==> src/rtl/riscv_pkg.sv <==
// Shared types and encodings for the multicycle RV32I control path:
// FSM states, opcodes, mux-select encodings and the per-state Moore output table.
package riscv_pkg;

  typedef enum logic [3:0] {
    FETCH,
    DECODE,
    MEMADR,
    MEMREAD,
    MEMWB,
    MEMWRITE,
    EXECUTER,
    EXECUTEI,
    JAL,
    ALUWB,
    BEQ
  } statetype;

  localparam logic [6:0] OP_LW  = 7'b0000011;
  localparam logic [6:0] OP_SW  = 7'b0100011;
  localparam logic [6:0] OP_R   = 7'b0110011;
  localparam logic [6:0] OP_I   = 7'b0010011;
  localparam logic [6:0] OP_BEQ = 7'b1100011;
  localparam logic [6:0] OP_JAL = 7'b1101111;

  localparam logic [1:0] ALUOP_ADD   = 2'b00;
  localparam logic [1:0] ALUOP_SUB   = 2'b01;
  localparam logic [1:0] ALUOP_FUNCT = 2'b10;

  localparam logic [1:0] RES_ALUOUT    = 2'b00;
  localparam logic [1:0] RES_DATA      = 2'b01;
  localparam logic [1:0] RES_ALURESULT = 2'b10;

  localparam logic [1:0] SRCA_PC    = 2'b00;
  localparam logic [1:0] SRCA_OLDPC = 2'b01;
  localparam logic [1:0] SRCA_RS1   = 2'b10;

  localparam logic [1:0] SRCB_RS2  = 2'b00;
  localparam logic [1:0] SRCB_IMM  = 2'b01;
  localparam logic [1:0] SRCB_FOUR = 2'b10;

  localparam logic [1:0] IMM_I = 2'b00;
  localparam logic [1:0] IMM_S = 2'b01;
  localparam logic [1:0] IMM_B = 2'b10;
  localparam logic [1:0] IMM_J = 2'b11;

  typedef struct packed {
    logic       pc_write;
    logic       adr_src;
    logic       mem_write;
    logic       ir_write;
    logic       reg_write;
    logic [1:0] result_src;
    logic [1:0] alu_src_a;
    logic [1:0] alu_src_b;
    logic [1:0] alu_op;
  } ctrl_t;

  function automatic logic is_supported(input logic [6:0] op);
    return (op == OP_LW) || (op == OP_SW) || (op == OP_R) ||
           (op == OP_I) || (op == OP_BEQ) || (op == OP_JAL);
  endfunction

  // Pure Moore part; the mem_ready/Zero gated enables are added at the top level.
  function automatic ctrl_t moore_outputs(input statetype s);
    ctrl_t c;
    c = '0;
    case (s)
      FETCH: begin
        c.alu_src_a  = SRCA_PC;
        c.alu_src_b  = SRCB_FOUR;
        c.alu_op     = ALUOP_ADD;
        c.result_src = RES_ALURESULT;
      end
      DECODE: begin
        c.alu_src_a = SRCA_OLDPC;
        c.alu_src_b = SRCB_IMM;
        c.alu_op    = ALUOP_ADD;
      end
      MEMADR: begin
        c.alu_src_a = SRCA_RS1;
        c.alu_src_b = SRCB_IMM;
        c.alu_op    = ALUOP_ADD;
      end
      MEMREAD: begin
        c.result_src = RES_ALUOUT;
        c.adr_src    = 1'b1;
      end
      MEMWB: begin
        c.result_src = RES_DATA;
        c.reg_write  = 1'b1;
      end
      MEMWRITE: begin
        c.result_src = RES_ALUOUT;
        c.adr_src    = 1'b1;
        c.mem_write  = 1'b1;
      end
      EXECUTER: begin
        c.alu_src_a = SRCA_RS1;
        c.alu_src_b = SRCB_RS2;
        c.alu_op    = ALUOP_FUNCT;
      end
      EXECUTEI: begin
        c.alu_src_a = SRCA_RS1;
        c.alu_src_b = SRCB_IMM;
        c.alu_op    = ALUOP_FUNCT;
      end
      JAL: begin
        c.alu_src_a  = SRCA_OLDPC;
        c.alu_src_b  = SRCB_FOUR;
        c.alu_op     = ALUOP_ADD;
        c.result_src = RES_ALUOUT;
        c.pc_write   = 1'b1;
      end
      ALUWB: begin
        c.result_src = RES_ALUOUT;
        c.reg_write  = 1'b1;
      end
      BEQ: begin
        c.alu_src_a  = SRCA_RS1;
        c.alu_src_b  = SRCB_RS2;
        c.alu_op     = ALUOP_SUB;
        c.result_src = RES_ALUOUT;
      end
      default: c = '0;
    endcase
    return c;
  endfunction

endpackage

==> src/rtl/multicycle_controller_if.sv <==
// Control bundle between the multicycle controller and the datapath.
// master = controller side, slave = datapath side.
interface multicycle_controller_if;
  logic [6:0] op;
  logic       Zero;
  logic       mem_ready;
  logic       PCWrite;
  logic       AdrSrc;
  logic       MemWrite;
  logic       IRWrite;
  logic       RegWrite;
  logic [1:0] ResultSrc;
  logic [1:0] ALUSrcA;
  logic [1:0] ALUSrcB;
  logic [1:0] ALUOp;
  logic [1:0] ImmSrc;
  logic       illegal;

  modport master (
    input  op, Zero, mem_ready,
    output PCWrite, AdrSrc, MemWrite, IRWrite, RegWrite,
           ResultSrc, ALUSrcA, ALUSrcB, ALUOp, ImmSrc, illegal
  );

  modport slave (
    output op, Zero, mem_ready,
    input  PCWrite, AdrSrc, MemWrite, IRWrite, RegWrite,
           ResultSrc, ALUSrcA, ALUSrcB, ALUOp, ImmSrc, illegal
  );
endinterface

==> src/rtl/instr_imm_dec.sv <==
// Immediate-format decoder: selects the ImmExt format directly from the opcode.
module instr_imm_dec
  import riscv_pkg::*;
(
  input  logic [6:0] op,
  output logic [1:0] imm_src
);

  always_comb begin
    // NOTE: default assignment first so no path leaves imm_src unassigned (no latch).
    imm_src = IMM_I;
    case (op)
      OP_SW:   imm_src = IMM_S;
      OP_BEQ:  imm_src = IMM_B;
      OP_JAL:  imm_src = IMM_J;
      default: imm_src = IMM_I;
    endcase
  end

endmodule

==> src/rtl/multicycle_controller.sv <==
// Main control FSM of the multicycle RV32I core: sequences fetch/decode/execute/
// memory/writeback and drives every datapath enable and mux select.
module multicycle_controller
  import riscv_pkg::*;
#(
  parameter statetype RESET_STATE = FETCH
) (
  input  logic                    clk,
  input  logic                    reset,
  multicycle_controller_if.master bus
);

  statetype   state_q, state_d;
  ctrl_t      moore_q, moore_d;
  ctrl_t      ctrl;
  logic       illegal;
  logic [1:0] imm_src_raw;
  logic [1:0] imm_src;

  instr_imm_dec u_imm_dec (
    .op      (bus.op),
    .imm_src (imm_src_raw)
  );

  always_comb begin
    state_d = FETCH;
    case (state_q)
      FETCH:    state_d = bus.mem_ready ? DECODE : FETCH;
      DECODE: begin
        case (bus.op)
          OP_LW, OP_SW: state_d = MEMADR;
          OP_R:         state_d = EXECUTER;
          OP_I:         state_d = EXECUTEI;
          OP_BEQ:       state_d = BEQ;
          OP_JAL:       state_d = JAL;
          default:      state_d = FETCH;
        endcase
      end
      MEMADR: begin
        if (bus.op == OP_LW)      state_d = MEMREAD;
        else if (bus.op == OP_SW) state_d = MEMWRITE;
        else                      state_d = FETCH;
      end
      MEMREAD:  state_d = bus.mem_ready ? MEMWB : MEMREAD;
      MEMWB:    state_d = FETCH;
      MEMWRITE: state_d = bus.mem_ready ? FETCH : MEMWRITE;
      EXECUTER: state_d = ALUWB;
      EXECUTEI: state_d = ALUWB;
      JAL:      state_d = ALUWB;
      ALUWB:    state_d = FETCH;
      BEQ:      state_d = FETCH;
      default:  state_d = FETCH;
    endcase
    moore_d = moore_outputs(state_d);
  end

  // Moore outputs are registered alongside the state so they always match state_q.
  always_ff @(posedge clk) begin
    // NOTE: non-blocking assignments so every flop samples pre-edge values.
    if (!reset) begin
      state_q <= RESET_STATE;
      moore_q <= moore_outputs(RESET_STATE);
    end else begin
      state_q <= state_d;
      moore_q <= moore_d;
    end
  end

  // Three combinational terms layered on the registered Moore outputs; reset
  // low blanks everything so an abandoned instruction fires no enable.
  always_comb begin
    ctrl    = moore_q;
    illegal = 1'b0;
    imm_src = imm_src_raw;
    if (state_q == FETCH) begin
      ctrl.ir_write = bus.mem_ready;
      ctrl.pc_write = bus.mem_ready;
    end
    if (state_q == BEQ) ctrl.pc_write = bus.Zero;
    if (state_q == DECODE) illegal = !is_supported(bus.op);
    if (!reset) begin
      ctrl    = '0;
      illegal = 1'b0;
      imm_src = 2'b00;
    end
  end

  assign bus.PCWrite   = ctrl.pc_write;
  assign bus.AdrSrc    = ctrl.adr_src;
  assign bus.MemWrite  = ctrl.mem_write;
  assign bus.IRWrite   = ctrl.ir_write;
  assign bus.RegWrite  = ctrl.reg_write;
  assign bus.ResultSrc = ctrl.result_src;
  assign bus.ALUSrcA   = ctrl.alu_src_a;
  assign bus.ALUSrcB   = ctrl.alu_src_b;
  assign bus.ALUOp     = ctrl.alu_op;
  assign bus.ImmSrc    = imm_src;
  assign bus.illegal   = illegal;

endmodule

==> src/flat_wrapper.sv <==
// flat-port wrapper written by rule: the top's interface ports become plain ports
module multicycle_controller_flat import riscv_pkg::*;
#(
  parameter statetype RESET_STATE = FETCH
)
  (clk, reset, bus_op, bus_Zero, bus_mem_ready, bus_PCWrite, bus_AdrSrc, bus_MemWrite, bus_IRWrite, bus_RegWrite, bus_ResultSrc, bus_ALUSrcA, bus_ALUSrcB, bus_ALUOp, bus_ImmSrc, bus_illegal);
  multicycle_controller_if bus_i ();
  input  logic clk;
  input  logic reset;
  input wire logic [$bits(bus_i.op)-1:0] bus_op;
  input wire logic [$bits(bus_i.Zero)-1:0] bus_Zero;
  input wire logic [$bits(bus_i.mem_ready)-1:0] bus_mem_ready;
  output wire logic [$bits(bus_i.PCWrite)-1:0] bus_PCWrite;
  output wire logic [$bits(bus_i.AdrSrc)-1:0] bus_AdrSrc;
  output wire logic [$bits(bus_i.MemWrite)-1:0] bus_MemWrite;
  output wire logic [$bits(bus_i.IRWrite)-1:0] bus_IRWrite;
  output wire logic [$bits(bus_i.RegWrite)-1:0] bus_RegWrite;
  output wire logic [$bits(bus_i.ResultSrc)-1:0] bus_ResultSrc;
  output wire logic [$bits(bus_i.ALUSrcA)-1:0] bus_ALUSrcA;
  output wire logic [$bits(bus_i.ALUSrcB)-1:0] bus_ALUSrcB;
  output wire logic [$bits(bus_i.ALUOp)-1:0] bus_ALUOp;
  output wire logic [$bits(bus_i.ImmSrc)-1:0] bus_ImmSrc;
  output wire logic [$bits(bus_i.illegal)-1:0] bus_illegal;
  assign bus_i.op = bus_op;
  assign bus_i.Zero = bus_Zero;
  assign bus_i.mem_ready = bus_mem_ready;
  assign bus_PCWrite = bus_i.PCWrite;
  assign bus_AdrSrc = bus_i.AdrSrc;
  assign bus_MemWrite = bus_i.MemWrite;
  assign bus_IRWrite = bus_i.IRWrite;
  assign bus_RegWrite = bus_i.RegWrite;
  assign bus_ResultSrc = bus_i.ResultSrc;
  assign bus_ALUSrcA = bus_i.ALUSrcA;
  assign bus_ALUSrcB = bus_i.ALUSrcB;
  assign bus_ALUOp = bus_i.ALUOp;
  assign bus_ImmSrc = bus_i.ImmSrc;
  assign bus_illegal = bus_i.illegal;
  multicycle_controller #(.RESET_STATE(RESET_STATE)) u_core (.clk(clk), .reset(reset), .bus(bus_i));
endmodule
==> config.mk <==
export PLATFORM = sky130hd
export DESIGN_NAME = multicycle_controller_flat
export DESIGN_NICKNAME = d
export VERILOG_FILES = /design/src/rtl/riscv_pkg.sv /design/src/rtl/multicycle_controller_if.sv /design/src/rtl/instr_imm_dec.sv /design/src/rtl/multicycle_controller.sv /design/src/flat_wrapper.sv
export SDC_FILE = /design/constraint.sdc
export NUM_CORES = 1
export LEC_CHECK = 0
export CORE_MARGIN = 3
export CORE_UTILIZATION = 47
export CTS_CLUSTER_SIZE = 30
export DETAILED_ROUTE_END_ITERATION = 12
export PLACE_DENSITY = 0.76
export REMOVE_ABC_BUFFERS = 1
export SYNTH_ARGS = -nofsm -noshare
export SYNTH_HDL_FRONTEND = slang
export SYNTH_SLANG_ARGS = --single-unit
==> constraint.sdc <==
create_clock -name clk -period 2.3 [get_ports clk]
set_clock_uncertainty 0.05 [all_clocks]
set_input_delay 0.69 -clock clk [delete_from_list [all_inputs] [get_ports clk]]
set_output_delay 0.69 -clock clk [all_outputs]
set_load 0.02 [all_outputs]
==> run_results.csv, run 1 <==
group,metric,value,unit
logic_synthesis,synth_area,978.4,sq um
drt,first_pass_iters,4,
drt,routed_wl,2.958,mm
clock_tree,path_clk_slew,0.10,ns
finish,fillCellCount,128,
floorplanning,fp.dieArea,2665,sq um
pwr,power_frac_comb,0.206,
drt,antenna_left,0,
pwr,switchingPower,0.0001584,W
logic_synthesis,synth_ff_type,"dfxtp_1",
drt,met3_length,157,um
worst_setup_path,crit_path_cell_trace,"clkdlybuf4s15_1 > and4b_2 > nand2_2 > nor2_2 > buf_6",
logic_synthesis,synth_edf_count,0,
drt,drt_iter0_markers,30,
logic_synthesis,postSynthCellCount,121,
drt,met2_length,1.522,mm
logic_synthesis,synth-seq-cells,16,
place,place_hpwl,2.179,mm
sta,fin_crit_sh,0.9856,
worst_setup_path,reg2reg_to,"u_core.moore_q[8]",
drt,top_layer,"met4",
logic_synthesis,syn_area_per_cell,8.086,sq um
clock_tree,cts-root-buf,"clkbuf_4",
worst_setup_path,r2r_slack,0.40,ns
worst_setup_path,crit_type,"in2out",
clock_tree,clockBufferDepth,2,
drt,drc,0,
grt,grt.total_usage,0.2547,
logic_synthesis,ys_async_sr_fraction,0,
finish,insertedDiodeCount,0,
drt,drt-vias-per-instance,5.566,
clock_tree,clk_latency,0.30,ns
logic_synthesis,yosys.area.top_type,"dfxtp_1",
worst_hold_path,whs_endpoint,"u_core.state_q[1]",
floorplanning,pin_count,27,
pwr,swShare,0.2654,
finish,syn_to_final_growth,57.29,%
finish,final_core_util,0.8367,
worst_setup_path,required,1.56,ns
worst_setup_path,cp-start-kind,"primary input",
floorplanning,die_h,51.63,um
finish,num-nets-final,192,
pwr,max-vdd-ir-drop,0.2887,mV
grt,grt-ovfl-total,0,
sta,setup_viol,0,
worst_hold_path,min_from,"u_core.state_q[1]",
logic_synthesis,ys_types,39,
sta,holdWs,0.7798,ns
worst_setup_path,cp_slowest_stage_delay,0.32,ns
pwr,seq_power_share,0.477,
finish,drive_gt1_frac,0.4500,
sta,period_needed,2.267,ns
finish,layout_commonest_cell,"buf_4",
pwr,power,0.0005970,W
floorplanning,die_w,51.63,um
grt,grt_pass1_vias,1155,
finish,layout_common_cells,"buf_4 (35), dfxtp_1 (16), and2_1 (13)",
flow_run,maxCapViolations,0,
place,place_congestion,0.8517,
logic_synthesis,yosysWarnings,0,
worst_hold_path,whs_path_depth,4,
worst_setup_path,reg2regPathDepth,8,
drt,wl_per_cell,14.43,um
worst_setup_path,path_buf_inv,2,
pwr,p_per_area,387.9,nW/um^2
sta,hold_viol_final,0,
grt,grt_pass1_wl,5.037,mm
sta,fmax,441.1,MHz
worst_setup_path,path_delay_family,"simple AND/OR/NAND/NOR gates",
clock_tree,cts_sinks,16,
clock_tree,cts_made_buffers,3,
grt,grt_max_degree,14,
logic_synthesis,synth.area.top_cells,"dfxtp_1 (33%), and2_1 (9.0%), nand3_1 (4.6%)",
logic_synthesis,yosysTopAreaCellShare,0.3274,
place,io_buffers,26,
worst_setup_path,critPathMaxFanout,2,
worst_setup_path,setup.worst_path.end_class,"output port",
worst_setup_path,arrival,1.53,ns
drt,drt-met1-wl,1.144,mm
clock_tree,htree_levels,1,
worst_hold_path,hp-class,"reg2reg",
sta,finalMaxSlewViolations,0,
floorplanning,core,1839,sq um
worst_setup_path,crit-reg2reg-launch,"u_core.state_q[3]",
floorplanning,start_util,0.5320,
pwr,p_int,0.0004386,W
worst_setup_path,cpMaxStageDelayCell,"and4b_2",
pwr,pwr-share-clk,0.317,
drt,num_vias,1141,
floorplanning,num_rows,15,
clock_tree,cts_hold_buf,0,
sta,worst_pin_slew,0.3860,ns
grt,antenna_found_initial,0,
pwr,leakagePower,0.6879,nW
clock_tree,cts_tree,"yes",
sta,slew_headroom,0.7420,
status,status,"complete, no violations",
logic_synthesis,synth-seq-area-share,0.3274,
cell usage after synthesis, types with 2 or more instances:
cell type and n:
nor2_1 11, nor3_1 6, o31ai_1 2, nand4_1 2
and2_1 14, nand3_1 9, nor3b_1 2, clkbuf_1 3
a21oi_1 7, and3_1 3, dfxtp_1 16, o211ai_1 2
buf_6 2, nand2_1 8, inv_1 3, and2b_1 2
o21ai_0 6, o21a_1 2
cells by family after synthesis:
logic type	share of synthesized area
AOI/OAI and AO/OA	0.2110
buffers and inverters	0.05499
and+or+nand+nor	0.4066
DFF	0.3274
cell type report:
type | count | area [sq um] | area share
Timing Repair Buffer | 60 | 494.2 | 0.3211
Inverter | 4 | 20.02 | 0.01301
Clock buffer | 4 | 36.28 | 0.02358
Multi-Input combinational cell | 96 | 636.9 | 0.4138
Sequential cell | 16 | 320.3 | 0.2081
Tap cell | 25 | 31.28 | 0.02033
registers in the layout (all words and copies together) (netlist names):
register / count
u_core.state_q: 4
u_core.moore_q: 12
power by group through the flow:
stage | registers [W] | logic (W) | clock network [W]
6_report | 0.000285 | 0.000123 | 0.000189
5_1_grt | 0.000286 | 0.000133 | 0.000200
3_3_place_gp | 0.000291 | 0.000116 | 0
3_5_place_dp | 0.000291 | 0.000119 | 0
4_1_cts | 0.000285 | 0.000119 | 0.000189
2_1_floorplan | 0.000291 | 0.0000458 | 0
tightest hold or removal path, delay by kind of cell (launching register included):
kind            cells  cell delay [ns]
compound gates      1             0.07
flops               1             0.33
simple gates        1             0.08
buf+inv             2             0.31
repair_timing:
action / 4_1_cts / 5_1_grt
endpoints found under the setup margin: 16 / 15
gates cloned: 1 / 0
gates resized for setup: 81 / 17
pin swaps: 6 / 6
buffers inserted: 2 / 1
per-layer routing:
layer  global-route usage  vias to the layer above
met5                    0                        -
met4               0.1790                        0
met3              0.05731                       16
met2               0.4428                       47
met1               0.2690                      525
li1                     -                      553
stage by stage:
stage	cell area [sq um]	TNS (ns)	setup WS (ns)	instances
floorplan	944.7	0	0.1419	116
global placement	1461	-10.38	-0.6841	197
detailed placement	1461	-12.14	-0.7572	197
finish	1539	0	0.03313	205
global route	1539	-0.02358	-0.02084	205
CTS	1535	-0.01325	-0.009923	204
worst max path at each step:
stage / end / depth (start not counted) / slack, ns / startpoint
4_1_cts: bus_illegal / 5 / -0.01 / bus_op[1]
3_3_place_gp: bus_PCWrite / 5 / -0.68 / bus_mem_ready
3_5_place_dp: bus_illegal / 6 / -0.76 / bus_op[3]
5_1_grt: bus_ImmSrc[0] / 5 / -0.02 / bus_op[4]
2_1_floorplan: bus_illegal / 4 / 0.14 / bus_op[1]
6_report: bus_ImmSrc[0] / 5 / 0.03 / bus_op[4]
(Power assumes the default switching activity.)
==> run 2, diff against run 1 <==
--- a/config.mk
+++ b/config.mk
@@ -6,10 +6,10 @@
 export NUM_CORES = 1
 export LEC_CHECK = 0
 export CORE_MARGIN = 3
-export CORE_UTILIZATION = 47
-export CTS_CLUSTER_SIZE = 30
+export CORE_UTILIZATION = 49
+export CTS_BUF_LIST = sky130_fd_sc_hd__clkbuf_8
 export DETAILED_ROUTE_END_ITERATION = 12
-export PLACE_DENSITY = 0.76
+export PLACE_DENSITY = 0.79
 export REMOVE_ABC_BUFFERS = 1
 export SYNTH_ARGS = -nofsm -noshare
 export SYNTH_HDL_FRONTEND = slang
==> run 2 against run 1 <==
Routed wire length is 11% higher. Sequential cell count stayed put. Core utilization is 2.9 points higher. Sequential share of layout area is 0.28 points lower. Combinational power hardly changed. Die area is 3.6% lower. Power is 9.6% higher. Clock power is 30% higher. Non-clock buffer count stayed put. Critical endpoint is now bus_illegal. Highest routed layer unchanged.
==> run_results.csv, run 2 (synthesis results as in run 1) <==
group,metric,value,unit
drt,num_vias,1194,
drt,wl_per_cell,16.08,um
sta,slew_headroom,0.7162,
pwr,seq_power_share,0.435,
worst_setup_path,critPathMaxFanout,2,
finish,largest_reg_flops,12,
floorplanning,fp.dieArea,2569,sq um
floorplanning,start_util,0.5431,
sta,setup_viol,0,
clock_tree,cts_sinks,16,
drt,antenna_left,0,
worst_hold_path,hp-class,"reg2reg",
drt,top_layer,"met4",
drt,drt-met1-wl,1.255,mm
sta,holdWs,0.8271,ns
worst_setup_path,setup.worst_path.end_class,"output port",
drt,first_pass_iters,4,
sta,fmax,438.4,MHz
floorplanning,die_w,50.69,um
finish,num-nets-final,192,
worst_hold_path,whs_path_depth,4,
worst_setup_path,crit_path_cell_trace,"clkdlybuf4s15_1 > and4b_2 > buf_6 > a21oi_2 > buf_4",
place,place_hpwl,2.238,mm
drt,routed_wl,3.296,mm
drt,drc,0,
sta,finalMaxSlewViolations,0,
floorplanning,pin_count,27,
grt,grt_pass1_wl,5.237,mm
pwr,pwr-share-clk,0.374,
pwr,max-vdd-ir-drop,0.2684,mV
worst_setup_path,path_delay_family,"buffers and inverters",
floorplanning,core,1802,sq um
worst_setup_path,required,1.56,ns
finish,layout_common_cells,"buf_4 (35), dfxtp_1 (16), and2_1 (13)",
grt,grt_pass1_vias,1174,
finish,syn_to_final_growth,59.46,%
sta,period_needed,2.281,ns
worst_setup_path,cpMaxStageDelayCell,"and4b_2",
worst_setup_path,r2r_slack,0.32,ns
finish,fillCellCount,108,
finish,insertedDiodeCount,0,
worst_setup_path,cp-start-kind,"primary input",
clock_tree,clk_latency,0.25,ns
floorplanning,die_h,50.69,um
worst_setup_path,arrival,1.54,ns
grt,grt-ovfl-total,0,
pwr,p_per_area,419.4,nW/um^2
finish,layout_commonest_cell,"buf_4",
place,place_congestion,0.8531,
sta,fin_crit_sh,0.9918,
clock_tree,htree_levels,1,
drt,drt_iter0_markers,56,
pwr,swShare,0.2456,
grt,grt_max_degree,15,
pwr,p_int,0.0004937,W
pwr,power,0.0006544,W
drt,met2_length,1.672,mm
worst_setup_path,crit_type,"in2out",
grt,grt.total_usage,0.2788,
sta,worst_pin_slew,0.4245,ns
floorplanning,num_rows,15,
finish,largest-register,"u_core.moore_q",
worst_setup_path,worstSetupPathDepth,5,
clock_tree,clockBufferDepth,2,
clock_tree,cts-root-buf,"clkbuf_8",
pwr,switchingPower,0.0001607,W
flow_run,maxCapViolations,0,
clock_tree,cts_tree,"yes",
grt,antenna_found_initial,0,
clock_tree,cts_made_buffers,3,
clock_tree,path_clk_slew,0.06,ns
worst_setup_path,path_buf_inv,3,
status,status,"complete, no violations",
place,io_buffers,26,
worst_setup_path,cp_slowest_stage_delay,0.27,ns
drt,met3_length,179,um
finish,fin_cells,205,
finish,drive_gt1_frac,0.4278,
clock_tree,cts_hold_buf,0,
worst_setup_path,reg2regPathDepth,8,
finish,largestRegisters,"u_core.moore_q: 12 flops, u_core.state_q: 4 flops",
drt,drt-vias-per-instance,5.824,
sta,hold_viol_final,0,
pwr,power_frac_comb,0.191,
place,dp_cells,195,
pwr,leakagePower,0.6991,nW
-- run 2: changes by cell type in the layout (fill, tap and decap cells not counted), moves of 3 or more --
cell | before | now
clkbuf_8 | 1 | 4
clkdlybuf4s15_2 | 11 | 8
clkbuf_4 | 3 | 0
clkdlybuf4s15_1 | 3 | 6
-- run 2: worst reg2reg max path, cell delays in order, from the launching register on --
cell,delay [ns]
dfxtp_1,0.34
nor4b_2,0.45
buf_4,0.21
nand4_2,0.19
nand3_1,0.22
nand2_1,0.13
inv_1,0.11
nand4_1,0.10
a21oi_2,0.12
-- run 2: repair_timing --
| action | CTS | global route |
|---|---|---|
| pin swaps | 10 | 7 |
| gates resized for setup | 79 | 15 |
| setup endpoints to repair | 17 | 24 |
| setup buffers | 5 | 0 |
| gates cloned | 0 | 1 |
-- run 2: final timing paths --
path                             to              start
hold reg to reg   u_core.moore_q[0]  u_core.state_q[1]
setup / recovery        bus_illegal          bus_op[5]
setup reg to reg  u_core.moore_q[8]  u_core.state_q[1]
hold / removal    u_core.moore_q[0]  u_core.state_q[1]
-- run 2: stage by stage --
step	setup slack [ns]	cell area [sq um]	setup TNS, ns	utilization
floorplan	0.1419	944.7	0	-
global placement	-0.6850	1446	-10.32	0.8028
detailed placement	-0.7428	1446	-12.17	0.8028
CTS	-0.01073	1556	-0.01073	0.8639
global route	-0.0009306	1560	-0.0009306	0.8660
finish	0.01889	1560	0	0.8660
-- run 2: metal layers --
metal	vias to the layer above	global-route usage
li1	552	-
met1	544	0.2808
met2	75	0.5348
met3	23	0.01780
met4	0	0.1928
met5	-	0
-- run 2: final cells by class --
cell class / instances / area (sq um) / area share
inverter: 4 / 20.02 / 0.01283
tap: 25 / 31.28 / 0.02005
sequential: 16 / 320.3 / 0.2053
multi-input combinational: 96 / 645.6 / 0.4138
timing repair buffer: 60 / 488.0 / 0.3127
clock buffer: 4 / 55.05 / 0.03528
-- run 2: power groups by stage --
stage | registers (W) | clock network, W | logic, W
after global placement | 0.000291 | 0 | 0.000115
final | 0.000285 | 0.000245 | 0.000125
after global routing | 0.000285 | 0.000257 | 0.000133
after detailed placement | 0.000291 | 0 | 0.000119
after floorplan | 0.000291 | 0 | 0.0000458
after CTS | 0.000285 | 0.000247 | 0.000119
